### src/rtl/board_i2c_target.sv
// I2C target for board checkout scans: ACKs one 7-bit address and exposes a small
// register file reached through a pointer byte.

module board_i2c_filter #(
    parameter int FILTER_LEN = 3
) (
    input  logic clk,
    input  logic rst_b,
    input  logic pin,
    output logic level
);

    logic [1:0] sync_r;
    logic       level_r;
    logic [3:0] cnt_r;

    // Two-flop synchronizer followed by a run-length filter on the synchronized level
    always_ff @(posedge clk) begin
        if (!rst_b) begin
            sync_r  <= 2'b11;
            level_r <= 1'b1;
            cnt_r   <= 4'd0;
        end else begin
            sync_r <= {sync_r[0], pin};
            if (sync_r[1] != level_r) begin
                if (cnt_r == 4'(FILTER_LEN - 1)) begin
                    level_r <= sync_r[1];
                    cnt_r   <= 4'd0;
                end else begin
                    cnt_r <= cnt_r + 4'd1;
                end
            end else begin
                cnt_r <= 4'd0;
            end
        end
    end

    assign level = level_r;

endmodule

module board_i2c_target #(
    parameter logic [6:0] ADDR       = 7'h50,
    parameter int         NUM_REGS   = 16,
    parameter int         FILTER_LEN = 3
) (
    input  logic                        clk,
    input  logic                        rst_b,
    input  logic                        scl_i,
    input  logic                        sda_i,
    output logic                        sda_o,
    output logic                        sda_t,
    output logic [NUM_REGS*8-1:0]       regs_o,
    output logic                        wr_stb,
    output logic [$clog2(NUM_REGS)-1:0] wr_idx,
    output logic                        busy
);

    localparam int PW = $clog2(NUM_REGS);

    typedef enum logic [2:0] {
        ST_IDLE,
        ST_ADDR,
        ST_ADDR_ACK,
        ST_WR_BYTE,
        ST_WR_ACK,
        ST_RD_BYTE,
        ST_RD_ACK
    } state_t;

    state_t              state_r, state_nxt;
    logic [3:0]          bit_cnt_r, bit_cnt_nxt;
    logic [7:0]          shift_r, shift_nxt;
    logic [PW-1:0]       ptr_r, ptr_nxt;
    logic                first_r, first_nxt;
    logic                rw_r, rw_nxt;
    logic                sda_t_r, sda_t_nxt;
    logic                busy_r, busy_nxt;
    logic                wr_stb_r, wr_stb_nxt;
    logic [PW-1:0]       wr_idx_r;
    logic [NUM_REGS*8-1:0] regs_r;
    logic                reg_we_s;

    logic scl_f_s, sda_f_s, scl_prev_r, sda_prev_r;
    logic scl_rise_s, scl_fall_s, start_s, stop_s;
    logic [7:0]    rx_byte_s, cur_reg_s;
    logic [PW-1:0] ptr_inc_s;

    board_i2c_filter #(.FILTER_LEN(FILTER_LEN)) u_scl_filt (
        .clk(clk), .rst_b(rst_b), .pin(scl_i), .level(scl_f_s)
    );
    board_i2c_filter #(.FILTER_LEN(FILTER_LEN)) u_sda_filt (
        .clk(clk), .rst_b(rst_b), .pin(sda_i), .level(sda_f_s)
    );

    assign scl_rise_s = scl_f_s & ~scl_prev_r;
    assign scl_fall_s = ~scl_f_s & scl_prev_r;
    assign start_s    = scl_f_s & ~sda_f_s & sda_prev_r;
    assign stop_s     = scl_f_s & sda_f_s & ~sda_prev_r;
    assign rx_byte_s  = {shift_r[6:0], sda_f_s};
    assign cur_reg_s  = regs_r[{ptr_r, 3'b000} +: 8];
    assign ptr_inc_s  = ptr_r + {{(PW-1){1'b0}}, 1'b1};

    // Next-state and output decode; START/STOP override every state
    always_comb begin
        state_nxt   = state_r;
        bit_cnt_nxt = bit_cnt_r;
        shift_nxt   = shift_r;
        ptr_nxt     = ptr_r;
        first_nxt   = first_r;
        rw_nxt      = rw_r;
        sda_t_nxt   = sda_t_r;
        busy_nxt    = busy_r;
        wr_stb_nxt  = 1'b0;
        reg_we_s    = 1'b0;
        if (start_s) begin
            state_nxt   = ST_ADDR;
            bit_cnt_nxt = 4'd0;
            busy_nxt    = 1'b1;
            sda_t_nxt   = 1'b1;
        end else if (stop_s) begin
            state_nxt = ST_IDLE;
            busy_nxt  = 1'b0;
            sda_t_nxt = 1'b1;
        end else begin
            case (state_r)
                ST_IDLE: begin
                    sda_t_nxt = 1'b1;
                end
                ST_ADDR: begin
                    if (scl_rise_s && bit_cnt_r < 4'd8) begin
                        shift_nxt   = rx_byte_s;
                        bit_cnt_nxt = bit_cnt_r + 4'd1;
                        rw_nxt      = rx_byte_s[0];
                        // Address 0 is the general call and never gets an ACK
                        if (bit_cnt_r == 4'd7 &&
                            (rx_byte_s[7:1] != ADDR || rx_byte_s[7:1] == 7'd0)) begin
                            state_nxt = ST_IDLE;
                        end else begin
                            state_nxt = ST_ADDR;
                        end
                    end else if (scl_fall_s && bit_cnt_r == 4'd8) begin
                        sda_t_nxt = 1'b0;
                        state_nxt = ST_ADDR_ACK;
                    end else begin
                        state_nxt = ST_ADDR;
                    end
                end
                ST_ADDR_ACK: begin
                    if (scl_fall_s) begin
                        if (rw_r) begin
                            shift_nxt   = cur_reg_s;
                            sda_t_nxt   = cur_reg_s[7];
                            bit_cnt_nxt = 4'd1;
                            state_nxt   = ST_RD_BYTE;
                        end else begin
                            sda_t_nxt   = 1'b1;
                            bit_cnt_nxt = 4'd0;
                            first_nxt   = 1'b1;
                            state_nxt   = ST_WR_BYTE;
                        end
                    end else begin
                        state_nxt = ST_ADDR_ACK;
                    end
                end
                ST_WR_BYTE: begin
                    if (scl_rise_s && bit_cnt_r < 4'd8) begin
                        shift_nxt   = rx_byte_s;
                        bit_cnt_nxt = bit_cnt_r + 4'd1;
                        if (bit_cnt_r == 4'd7) begin
                            if (first_r) begin
                                ptr_nxt   = rx_byte_s[PW-1:0];
                                first_nxt = 1'b0;
                            end else begin
                                reg_we_s   = 1'b1;
                                wr_stb_nxt = 1'b1;
                                ptr_nxt    = ptr_inc_s;
                            end
                        end else begin
                            first_nxt = first_r;
                        end
                    end else if (scl_fall_s && bit_cnt_r == 4'd8) begin
                        sda_t_nxt = 1'b0;
                        state_nxt = ST_WR_ACK;
                    end else begin
                        state_nxt = ST_WR_BYTE;
                    end
                end
                ST_WR_ACK: begin
                    if (scl_fall_s) begin
                        sda_t_nxt   = 1'b1;
                        bit_cnt_nxt = 4'd0;
                        state_nxt   = ST_WR_BYTE;
                    end else begin
                        state_nxt = ST_WR_ACK;
                    end
                end
                ST_RD_BYTE: begin
                    // bit_cnt counts bits already presented; 8 means the last bit just ended
                    if (scl_fall_s) begin
                        if (bit_cnt_r == 4'd8) begin
                            sda_t_nxt   = 1'b1;
                            ptr_nxt     = ptr_inc_s;
                            bit_cnt_nxt = 4'd0;
                            state_nxt   = ST_RD_ACK;
                        end else begin
                            sda_t_nxt   = shift_r[6];
                            shift_nxt   = {shift_r[6:0], 1'b0};
                            bit_cnt_nxt = bit_cnt_r + 4'd1;
                        end
                    end else begin
                        state_nxt = ST_RD_BYTE;
                    end
                end
                ST_RD_ACK: begin
                    if (scl_rise_s) begin
                        if (sda_f_s) begin
                            state_nxt = ST_IDLE;
                        end else begin
                            bit_cnt_nxt = 4'd1;
                        end
                    end else if (scl_fall_s && bit_cnt_r == 4'd1) begin
                        shift_nxt   = cur_reg_s;
                        sda_t_nxt   = cur_reg_s[7];
                        bit_cnt_nxt = 4'd1;
                        state_nxt   = ST_RD_BYTE;
                    end else begin
                        state_nxt = ST_RD_ACK;
                    end
                end
                default: begin
                    state_nxt = ST_IDLE;
                    sda_t_nxt = 1'b1;
                end
            endcase
        end
    end

    // State, datapath and register file update
    always_ff @(posedge clk) begin
        if (!rst_b) begin
            state_r    <= ST_IDLE;
            bit_cnt_r  <= 4'd0;
            shift_r    <= 8'd0;
            ptr_r      <= {PW{1'b0}};
            first_r    <= 1'b0;
            rw_r       <= 1'b0;
            sda_t_r    <= 1'b1;
            busy_r     <= 1'b0;
            wr_stb_r   <= 1'b0;
            wr_idx_r   <= {PW{1'b0}};
            regs_r     <= {(NUM_REGS*8){1'b0}};
            scl_prev_r <= 1'b1;
            sda_prev_r <= 1'b1;
        end else begin
            state_r    <= state_nxt;
            bit_cnt_r  <= bit_cnt_nxt;
            shift_r    <= shift_nxt;
            ptr_r      <= ptr_nxt;
            first_r    <= first_nxt;
            rw_r       <= rw_nxt;
            sda_t_r    <= sda_t_nxt;
            busy_r     <= busy_nxt;
            wr_stb_r   <= wr_stb_nxt;
            scl_prev_r <= scl_f_s;
            sda_prev_r <= sda_f_s;
            if (reg_we_s) begin
                regs_r[{ptr_r, 3'b000} +: 8] <= rx_byte_s;
                wr_idx_r <= ptr_r;
            end else begin
                wr_idx_r <= wr_idx_r;
            end
        end
    end

    assign sda_o  = 1'b0;
    assign sda_t  = sda_t_r;
    assign regs_o = regs_r;
    assign wr_stb = wr_stb_r;
    assign wr_idx = wr_idx_r;
    assign busy   = busy_r;

endmodule

### config.mk
export PLATFORM = sky130hd
export DESIGN_NAME = board_i2c_target
export DESIGN_NICKNAME = d
export VERILOG_FILES = /design/src/rtl/board_i2c_target.sv
export SDC_FILE = /design/constraint.sdc
export NUM_CORES = 1
export LEC_CHECK = 0
export CORE_ASPECT_RATIO = 1.25
export CORE_UTILIZATION = 55
export CTS_BUF_LIST = sky130_fd_sc_hd__clkbuf_4
export CTS_CLUSTER_SIZE = 8
export DETAILED_ROUTE_END_ITERATION = 7
export DONT_BUFFER_PORTS = 1
export GPL_ROUTABILITY_DRIVEN = 0
export GPL_TIMING_DRIVEN = 0
export PLACE_DENSITY = 0.78
export SETUP_SLACK_MARGIN = 0.2
export SLEW_MARGIN = 20
export SYNTH_ARGS = -nofsm -noshare
export SYNTH_HDL_FRONTEND = slang
export SYNTH_SLANG_ARGS = --single-unit
### constraint.sdc
create_clock -name clk -period 9.3 [get_ports clk]
set_input_delay 1.395 -clock clk [delete_from_list [all_inputs] [get_ports clk]]
set_output_delay 1.395 -clock clk [all_outputs]
set_load 0.03 [all_outputs]
==> results of run 1 <==
## metrics by stage
stage | std cells | power [W] | utilization [%] | cell area (um^2)
floorplan | 921 | 0.000787 | - | 8330
global placement | 1099 | 0.000801 | 58.6 | 8550
detailed placement | 1099 | 0.000801 | 58.7 | 8560
CTS | 1130 | 0.00121 | 60.5 | 8830
global route | 1131 | 0.00125 | 60.5 | 8830
finish | 1131 | 0.00121 | 60.5 | 8830
## power groups by stage
stage               Sequential [W]  Clock [W]  Combinational (W)
global placement          0.000754          0          0.0000468
detailed placement        0.000754          0          0.0000467
global route              0.000738   0.000457          0.0000517
finish                    0.000738   0.000425          0.0000487
floorplan                 0.000754          0          0.0000339
CTS                       0.000738   0.000427          0.0000469
## worst max path at each step
stage | from | end | slack (ps) | cells after the start
CTS | ptr_r[1] | regs_o[118] | 5210 | 9
floorplan | ptr_r[1] | regs_o[118] | 6280 | 9
global route | ptr_r[1] | regs_o[119] | 4920 | 9
finish | ptr_r[1] | regs_o[116] | 5090 | 8
detailed placement | ptr_r[1] | regs_o[119] | 5250 | 9
global placement | ptr_r[1] | regs_o[113] | 5130 | 9
## layout make-up
cell class,instances,area share (%)
clock buffers,19,1.62
multi-input cells,657,50.8
plain buffers,80,4.36
diodes,1,0.0283
well taps,178,2.52
clock inverters,12,1.39
flip-flops and latches,171,38.8
inverters,13,0.553
## routing by layer
metal | vias to the layer above | wire length [um] | GRT usage (%)
met2 | 541 | 12200 | 53.0
met5 | - | 0 | 0
li1 | 3409 | - | -
met4 | 0 | 1880 | 23.4
met3 | 115 | 3040 | 10.4
met1 | 3613 | 9850 | 41.6
## logic make-up (layout without fill, tap and decap cells)
group,Yosys count,in the layout
and+or+nand+nor,355,355
AOI/OAI and AO/OA,213,213
DFF,171,171
buffers and inverters,93,124
muxes,65,65
adders and majority gates,12,12
xor gates and xnor gates,11,11
other,1,2
## synth_stat cells, drive strengths merged, types with 3 or more instances
cell type  number  share of area (%)
nand4          14                2.9
nand3b          5               0.45
nor3           10               0.60
nor3b           8               0.72
a21boi          5               0.45
nor4            3               0.30
nand3         141                8.6
xnor2           6               0.63
inv            13               0.59
a32o            3               0.36
a211oi          5               0.51
buf            43                3.0
ha             12                1.8
a221o           4               0.48
o21a            3               0.27
clkbuf         37                1.7
a21oi          13               0.78
nand2          83                3.7
o21ai         134                8.1
and3           11               0.83
mux2i          39                4.7
mux4           24                6.5
and2            7               0.53
a31oi           3               0.23
o221ai          4               0.42
o211ai          3               0.27
xor2            5               0.53
dfxtp         171                 41
nor2b          24                1.8
nor2           32                1.4
a221oi         10                1.1
o22ai           3               0.23
nand2b          8               0.60
a22oi           5               0.45
## flip-flops by register name, indices dropped and copies added (netlist names)
name	flops
u_sda_filt.cnt_r	4
wr_idx	4
rw_r	1
ptr_r	4
u_sda_filt.level	1
shift_r	7
first_r	1
state_r	3
sda_prev_r	1
bit_cnt_r	4
u_scl_filt.sync_r	2
scl_prev_r	1
u_sda_filt.sync_r	2
u_scl_filt.level	1
sda_t	1
u_scl_filt.cnt_r	4
busy	1
regs_o	128
wr_stb	1
## placed cells by master, fill, tap and decap left out, types with 9 or more instances in the layout
cell type and instances:
o21ai_1 9, inv_1 13, nor3_1 10, clkbuf_4 19, ha_1 12, nand4_4 10
dfxtp_1 171, nand2_1 83, mux4_2 24, and3_1 11, buf_2 14, mux2i_1 39
nand3_1 139, o21ai_0 125, nor2b_1 24, nor2_1 32, clkbuf_1 37, a221oi_1 10
buf_1 18, a21oi_1 13
## critical path, stage by stage, from the launching register on
cell	delay (ps)
dfxtp_1	590
clkbuf_1	510
buf_1	610
inv_1	200
ha_1	320
o21ai_1	820
nand4_1	510
clkbuf_1	330
o21ai_0	240
==> run_results.csv, run 1 <==
group,metric,value,unit
die,core_area,0.0146,mm^2
die,start_util,57.1,%
setup_path,critPathLaunchType,"flop",
clocking,cts_root_buf,"clkbuf_4",
yosys,postSynthAreaPerCell,9.04,um^2
power,p_sw_share,24.7,%
setup_path,crit_path_end_kind,"flop",
global_routing,grt_max_degree,17,
power,p_per_area,137,mW/mm^2
timing,drv_slew,0,
clocking,clk_path_buf_depth,2,
yosys,ys.flop_type,"dfxtp_1",
min_path,hold_end,"u_sda_filt.sync_r[1]",
yosys,ys_seq_elements,171,
timing,fmax,0.237,GHz
power,clockPowerShare,35.1,%
status,violations,"DRC",
clocking,clock_sinks,171,
global_routing,grt_overflow_total,0,
yosys,synth_xor_area_share,1.16,%
yosys,synth_top_family_by_area,"simple AND/OR/NAND/NOR gates",
clocking,clk_latency,590,ps
yosys,syn-cell-area,0.00833,mm^2
finish,seqCellArea,0.00342,mm^2
timing,grt_setup_unrepaired,"no",
placement,numPortBuffers,0,
placement,place_ws,5250,ps
power,p_int,0.000912,W
die,num_rows,49,
clocking,holdBufCountCts,0,
timing,hold_slack,435,ps
timing,timing.slew.headroom,31.4,%
yosys,synth_edf_count,0,
global_routing,grt_pass1_wl,40.9,mm
drt,vias,7678,
placement,dp_hpwl,20.0,mm
clocking,cts.clk_slew.worst_paths,140,ps
status,outcome,"finished, violations left",
finish,fillers,1327,
timing,final.setup.worst_slack,5090,ps
die,pin_count,140,
global_routing,antenna_found_initial,1,
yosys,yosys.area_share.simple,23.5,%
timing,setup_tns,0,ps
power,p_sw,0.000299,W
run,maxCapViolations,0,
timing,finalHoldViolCount,0,
finish,drive_gt1_share,10.9,%
yosys,ys_seq_area_share,41.1,%
timing,setup-violations-final,0,
finish,multi_input_area,0.00448,mm^2
yosys,syn_nets,937,
power,p_leak,3.05,nW
drt,routed_wl,27.0,mm
timing,finClkSkew,17.5,ps
setup_path,critical_path_class,"reg2reg",
drt,ant_nets,0,
setup_path,critPathArrivalTime,4730,ps
clocking,cts_tree,"done",
drt,remaining_drc_errors,3,
drt,drtIter0Drc,1077,
yosys,synth-compound-area-share,15.7,%
power,seq_power_share,60.9,%
drt,vias_per_cell,6.79,
global_routing,grt_pass1_vias,6960,
setup_path,critical_path_required,9820,ps
setup_path,cp_max_fo,10,
clocking,cts_resized,0,
clocking,htreeDepth,4,
timing,timing.final.crit_share,45.3,%
power,peakVddDrop,0.0000989,V
min_path,hp-start,"u_sda_filt.sync_r[0]",
timing,period_needed,4210,ps
clocking,cts_buffers,17,
die,dieArea,0.0156,mm^2
finish,fin_nets,956,
yosys,async_flop_share,0,%
finish,areaGrowthSynthToFinish,6.06,%
yosys,ys_types,66,
drt,wl_per_cell,23.9,um
clocking,postCtsSetupBuffers,0,
timing,tightest_slew,1020,ps
global_routing,grt_usage,34.5,%
yosys,muxShareOfSynthArea,11.5,%
drt,firstDrtPassIters,8,
yosys,netlist_instances,921,
die,die_h,140,um
die,die_x,112,um
setup_path,r2r_start,"ptr_r[1]",
power,p_comb_share,4.0,%
yosys,yosys_warnings,0,
yosys,synthAdderAreaFrac,1.80,%
min_path,hp-class,"reg2reg",
setup_path,r2r_cells,8,
setup_path,ff2ff_setup_slack,5090,ps
setup_path,r2r_end,"regs_o[116]",
min_path,hold_depth,1,
No activity file was read; power rests on OpenSTA's default activity.
==> run 2, diff against run 1 <==
==> constraint.sdc (replaced) <==
create_clock -name clk -period 4.05 [get_ports clk]
set_input_delay 0.6075 -clock clk [delete_from_list [all_inputs] [get_ports clk]]
set_output_delay 0.6075 -clock clk [all_outputs]
set_load 0.03 [all_outputs]
==> run 2 against run 1 <==
  * The flow still finishes with violations (DRC)
  * Die area unchanged
  * Via count up 0.63%
  * Register-to-register slack got worse by 4600 ps
  * Wire length up 0.30%
  * First-iteration DRC count grew 0.28%
  * Power grew 130%
  * Combinational power increased by 130%
==> run_results.csv, run 2 (synthesis results as in run 1) <==
group,metric,value,unit
die,num_rows,49,
clocking,clk_path_buf_depth,2,
clocking,cts_tree,"done",
setup_path,r2r_cells,10,
timing,finalHoldViolCount,0,
drt,drtIter0Drc,1080,
run,maxCapViolations,0,
finish,areaGrowthSynthToFinish,6.13,%
timing,grt_setup_unrepaired,"no",
clocking,clk_latency,590,ps
min_path,hp-class,"in2reg",
finish,largest_reg_flops,128,
clocking,holdBufCountCts,0,
drt,vias_per_cell,6.83,
placement,dp_cells,1099,
drt,wl_per_cell,23.9,um
clocking,cts.clk_slew.worst_paths,140,ps
global_routing,grt_pass1_wl,40.9,mm
die,die_h,140,um
timing,setup_tns,0,ps
global_routing,grt_usage,34.5,%
status,outcome,"finished, violations left",
die,die_x,112,um
clocking,cts_root_buf,"clkbuf_4",
power,p_leak,3.06,nW
clocking,cts_buffers,17,
die,pin_count,140,
clocking,htreeDepth,4,
setup_path,critPathLaunchType,"flop",
timing,period_needed,3610,ps
die,core_area,0.0146,mm^2
global_routing,grt_pass1_vias,6963,
finish,fillers,1326,
timing,finClkSkew,20.1,ps
finish,instances_no_fill,1131,
timing,setup-violations-final,0,
die,start_util,57.1,%
timing,timing.slew.headroom,34.8,%
finish,fin_nets,956,
global_routing,grt_overflow_total,0,
setup_path,crit_chain,"buf_4, buf_2, buf_2, inv_1, ha_1, xnor2_1, buf_2, nor4b_2, nand3_1, o21ai_0",
drt,remaining_drc_errors,3,
setup_path,critical_path_class,"reg2reg",
timing,tightest_slew,970,ps
setup_path,path_common_cell,"buf_2",
global_routing,grt_max_degree,17,
drt,firstDrtPassIters,8,
setup_path,critical_path_required,4560,ps
finish,final_common_cell,"dfxtp_1",
power,peakVddDrop,0.000227,V
placement,dp_hpwl,20.0,mm
setup_path,crit_path_end_kind,"flop",
die,dieArea,0.0156,mm^2
status,violations,"DRC",
power,p_per_area,315,mW/mm^2
global_routing,antenna_found_initial,1,
placement,numPortBuffers,0,
finish,layout_common_cells,"171 x dfxtp_1, 139 x nand3_1, 125 x o21ai_0",
setup_path,critPathSlowestCell,"nor4b_2",
timing,timing.final.crit_share,89.2,%
finish,drive_gt1_share,11.2,%
timing,fmax,0.277,GHz
clocking,clock_sinks,171,
setup_path,critPathMaxStageDelay,750,ps
timing,drv_slew,0,
min_path,hold_depth,1,
setup_path,critPathArrivalTime,4130,ps
drt,routed_wl,27.1,mm
drt,vias,7726,
drt,ant_nets,0,
setup_path,cp_max_fo,10,
## run 2: through the flow
step	utilization, %	setup WS, ps	power (W)	hold slack [ps]	area, um^2
after floorplan	-	1030	0.00181	386	8330
after global routing	60.6	254	0.00286	85.2	8840
after global placement	58.6	-122	0.00184	393	8550
after detailed placement	58.7	-1.64	0.00184	401	8560
final	60.6	437	0.00279	112	8840
after CTS	60.5	254	0.00278	81.8	8830
## run 2: critical path, delay by kind of cell (launching register included)
family,cells,cell delay [ps]
flops,1,440
fa+ha+maj,1,320
xor+xnor,1,180
simple gates,2,970
compound gates,1,260
buf+inv,5,1340
## run 2: routing by layer
metal | GRT usage (%) | up-vias | share of wire, %
met5 | 0 | - | 0
met4 | 23.4 | 0 | 7.4
met3 | 10.4 | 128 | 11
met2 | 53.1 | 537 | 45
met1 | 41.6 | 3648 | 37
li1 | - | 3413 | -
## run 2: area by class of cell
class / count / area (um^2) / area share (%)
antenna: 1 / 2.50 / 0.0283
buffer: 80 / 388 / 4.39
clock buffer: 19 / 143 / 1.61
clock inverter: 12 / 123 / 1.39
inverter: 13 / 48.8 / 0.552
multi-input combinational: 657 / 4490 / 50.8
sequential: 171 / 3420 / 38.7
tap: 178 / 223 / 2.52
## run 2: path summary, 6_finish.rpt
check	from	end	slack, ps
setup / recovery	ptr_r[0]	regs_o[53]	440
hold / removal	sda_i	u_sda_filt.sync_r[0]	110
setup reg to reg	ptr_r[0]	regs_o[53]	440
hold reg to reg	u_sda_filt.sync_r[0]	u_sda_filt.sync_r[1]	440
## run 2: where the power goes
part | switching (W) | internal [W] | total, W
logic | 0.0000789 | 0.0000331 | 0.000112
clock network | 0.000607 | 0.000374 | 0.000981
registers | 0.00000662 | 0.00169 | 0.00169
## run 2: timing repair
item	CTS	global route
setup buffers	0	0
endpoints found under the setup margin	8	83
cloned	0	0
resized for setup	1	3
